==> src/rtl/pc_fetch_controller.sv <==
// PC sequencer and single-outstanding instruction fetch front end.
// Stale responses after a redirect are drained before refetching.
module pc_fetch_controller #(
  parameter int unsigned ADDR_W = 32,
  parameter int unsigned INSTR_W = 32,
  parameter logic [ADDR_W-1:0] RESET_VECTOR = '0
) (
  input  logic               clk,
  input  logic               rst,
  input  logic               en,
  input  logic               redirect_valid,
  input  logic [ADDR_W-1:0]  redirect_pc,
  output logic               imem_req_valid,
  input  logic               imem_req_ready,
  output logic [ADDR_W-1:0]  imem_req_addr,
  input  logic               imem_rsp_valid,
  input  logic [INSTR_W-1:0] imem_rsp_data,
  output logic               if_valid,
  input  logic               if_ready,
  output logic [ADDR_W-1:0]  if_pc,
  output logic [INSTR_W-1:0] if_instr,
  output logic [ADDR_W-1:0]  pc_out
);

  typedef enum logic [2:0] {
    S_IDLE,
    S_REQ,
    S_WAIT,
    S_HOLD,
    S_DRAIN
  } state_t;

  state_t state;
  state_t nxt_run;
  logic [ADDR_W-1:0] pc;
  logic [ADDR_W-1:0] rpc;
  logic [ADDR_W-1:0] pc_inc;

  assign rpc = {redirect_pc[ADDR_W-1:2], 2'b00};
  assign pc_inc = pc + ADDR_W'(4);
  assign nxt_run = en ? S_REQ : S_IDLE;

  assign imem_req_valid = (state == S_REQ);
  assign imem_req_addr = pc;
  assign pc_out = pc;

  always_ff @(posedge clk or negedge rst) begin
    if (!rst) begin
      state <= S_IDLE;
      pc <= RESET_VECTOR;
      if_valid <= 1'b0;
      if_pc <= '0;
      if_instr <= '0;
    end else begin
      unique case (state)
        S_IDLE: begin
          if (redirect_valid) pc <= rpc;
          else if (en) state <= S_REQ;
        end
        S_REQ: begin
          if (redirect_valid) pc <= rpc;
          if (imem_req_ready)
            state <= redirect_valid ? S_DRAIN : S_WAIT;
        end
        S_WAIT: begin
          if (redirect_valid) begin
            pc <= rpc;
            state <= imem_rsp_valid ? nxt_run : S_DRAIN;
          end else if (imem_rsp_valid) begin
            if_instr <= imem_rsp_data;
            if_pc <= pc;
            if_valid <= 1'b1;
            state <= S_HOLD;
          end
        end
        S_HOLD: begin
          // redirect wins over acceptance of the held word
          if (redirect_valid) begin
            pc <= rpc;
            if_valid <= 1'b0;
            state <= nxt_run;
          end else if (if_ready) begin
            pc <= pc_inc;
            if_valid <= 1'b0;
            state <= nxt_run;
          end
        end
        S_DRAIN: begin
          if (redirect_valid) pc <= rpc;
          if (imem_rsp_valid) state <= nxt_run;
        end
        default: state <= S_IDLE;
      endcase
    end
  end

endmodule

==> config.mk <==
export PLATFORM = sky130hd
export DESIGN_NAME = pc_fetch_controller
export DESIGN_NICKNAME = d
export VERILOG_FILES = /design/src/rtl/pc_fetch_controller.sv
export SDC_FILE = /design/constraint.sdc
export NUM_CORES = 1
export LEC_CHECK = 0
export CORE_ASPECT_RATIO = 2
export CORE_MARGIN = 2
export CORE_UTILIZATION = 60
export DETAILED_ROUTE_END_ITERATION = 8
export DONT_BUFFER_PORTS = 1
export HOLD_SLACK_MARGIN = 0.15
export PLACE_DENSITY = 0.79
export SLEW_MARGIN = 20
export SYNTH_ARGS = -nofsm -noshare
export SYNTH_HDL_FRONTEND = slang
export SYNTH_SLANG_ARGS = --single-unit
==> constraint.sdc <==
create_clock -name clk -period 3.4 [get_ports clk]
set_clock_uncertainty 0.05 [all_clocks]
set_input_delay 0.51 -clock clk [delete_from_list [all_inputs] [get_ports clk]]
set_output_delay 0.51 -clock clk [all_outputs]
set_load 0.1 [all_outputs]
==> qor.yml <==
finalCriticalPeriod_ns: 2.566
async_flop_share: 1.000
timing.final.crit_share: 0.7546
routed_wl_um: 11520
avgSynthCellArea_um2: 10.98
post_drt_wl_per_cell_um: 21.49
grtUsageTotal: 0.2647
dieArea_um2: 8909
r2r_cells: 6
fill_cells: 614
crit_arrival_ns: 2.79
synthToLayoutAreaGrowth_pct: 7.311
synth-edff-count: 0
clkLatencyLatePin_ns: 0.34
via_per_inst: 6.565
dp.final_hpwl_um: 8244
clkTransAtPathRegs_ns: 0.06
hold_depth: 1
grt_first_pass_wirelength_um: 17930
r2r_end: "imem_req_addr[31]"
clockRootBuffer: "clkbuf_16"
maxSlewViolCount: 0
start_util: 0.6185
critPathMaxFanout: 6
cts_made_buffers: 9
overflow: 0
status: "complete, no violations"
worst_pin_slew_ns: 1.062
clock_path_buffers: 2
cap_viol_max_count: 0
cp-end-kind: "register"
rsz0062_at_grt: "false"
drtIter0Drc: 212
drc: 0
dp_cells: 518
dpl-instance-area_um2: 4925
setup_viol: 0
r2r-start: "imem_req_addr[2]"
via_count: 3519
cts_tree: "built"
whs_endpoint: "state[1]"
ys_ff_latch: 96
first_pass_iters: 4
start_kind: "register"
cts_resized: 0
portBuffers: 0
synthDistinctLibCells: 58
synth-main-ff-cell: "dfrtp_1"
num_rows: 46
antenna_left: 0
crit_type: "register to register"
reg2reg_slack_ns: 0.83
final_area_um2: 5234
cts_hold_buf: 2
synth_warnings: 0
syn_inst: 444
drive_gt1_frac: 0.2614
max-slew-margin-rel: 0.2920
final.setup.tns_ns: 0
ff_latch_area_um2: 2440
required_ns: 3.62
finalHoldViolCount: 0
grt_max_degree: 97
multi_input_comb_area_um2: 2087
nets: 507
ys_seq_area_frac: 0.4926
cts_max_level: 3
dieHeight_um: 131.5
die-width_um: 67.75
hp-class: "primary input to register"
fmax_mhz: 389.8
core_area_um2: 7885
pin_count: 201
antenna_found_initial: 0
routabilityCongestion: 0.8594
min_from: "redirect_valid"
cts_setup_buffers: 0
instances_no_fill: 536
diodes: 0
cts.sink_count: 96
synthesis.area_um2: 4877
grt_pass1_vias: 3582
-- worst max-delay path, stage by stage, from the launching register on --
cell and delay [ns]:
dfrtp_2 0.37, buf_4 0.52, nand3_2 0.28, nor4_4 0.52, nand2_2 0.17, or4_1 0.49
nand3_1 0.09
-- through the flow --
stage	utilization	setup WS, ns	hold WS (ns)
after floorplan	-	0.7288	0.1644
after global placement	0.6246	0.9346	0.1663
after detailed placement	0.6246	0.8939	0.1667
after CTS	0.6638	0.8562	0.1765
after global routing	0.6638	0.7326	0.1818
final	0.6638	0.8345	0.1802
-- placed cells by master, fill, tap and decap left out, drive strengths merged, types with 3 or more instances in the layout --
| cell | instances |
|---|---|
| mux2i | 4 |
| o41ai | 3 |
| a31oi | 4 |
| o21ai | 16 |
| nand3 | 21 |
| inv | 10 |
| and2 | 3 |
| a2bb2oi | 3 |
| conb | 6 |
| buf | 34 |
| o22ai | 10 |
| o21a | 3 |
| a221o | 6 |
| nand2 | 34 |
| o311ai | 5 |
| or3 | 4 |
| mux2 | 62 |
| nand2b | 4 |
| dfrtp | 96 |
| nor3 | 8 |
| clkbuf | 10 |
| nor2 | 17 |
| and4 | 6 |
| a21oi | 27 |
| o211ai | 3 |
| and3 | 3 |
| nand4 | 10 |
-- area by class of cell --
| cell class | count | area share |
|---|---|---|
| flip-flops and latches | 96 | 0.4662 |
| multi-input cells | 285 | 0.3988 |
| repair buffers | 35 | 0.05451 |
| clock buffers | 10 | 0.04375 |
| well taps | 96 | 0.02295 |
| clock inverters | 6 | 0.008128 |
| inverters | 8 | 0.005738 |
-- sequential cells by signal, indices dropped and copies added, names as in the netlist --
signal / cells
if_pc: 30
if_instr: 32
imem_req_addr: 30
state: 3
if_valid: 1
-- worst max-delay path by stage --
stage                                start                end  slack [ns]  depth (start not counted)
after floorplan           imem_req_addr[2]  imem_req_addr[30]        0.73                          6
after global placement    imem_req_addr[2]  imem_req_addr[31]        0.93                          6
after detailed placement  imem_req_addr[2]  imem_req_addr[31]        0.89                          6
after CTS                 imem_req_addr[2]  imem_req_addr[31]        0.86                          6
after global routing      imem_req_addr[2]  imem_req_addr[31]        0.73                          6
final                     imem_req_addr[2]  imem_req_addr[31]        0.83                          6
-- cells by family after synthesis --
kind of cell | share of synthesized area
AOI/OAI and AO/OA | 0.1278
adders and majority gates | 0.004617
buffers and inverters | 0.08569
DFF | 0.4926
muxes | 0.1514
other | 0.0007689
and+or+nand+nor | 0.1372
-- cells in the mapped netlist (5+ instances only) --
master | number | area [um^2]
nor3_1 | 8 | 40.04
o311ai_1 | 5 | 43.79
dfrtp_1 | 96 | 2402
mux2_1 | 44 | 495.5
o22ai_1 | 10 | 62.56
nand4_1 | 9 | 56.30
buf_4 | 36 | 270.3
nor2_1 | 16 | 60.06
mux2_2 | 18 | 202.7
a21oi_1 | 27 | 135.1
clkbuf_1 | 10 | 37.54
buf_2 | 10 | 50.05
nand3_1 | 20 | 100.1
a221o_1 | 6 | 60.06
o21ai_0 | 15 | 75.07
nand2_1 | 31 | 116.4
inv_1 | 8 | 30.03
-- routing by layer --
metal,vias up,wire length [um],global-route usage
li1,1568,-,-
met1,1728,3931,0.2897
met2,187,6154,0.4450
met3,36,945,0.07449
met4,0,487,0.1372
met5,-,0,0
Power is not shown: default switching activity piles up to over one toggle a cycle in this logic, so the estimate is an artifact.
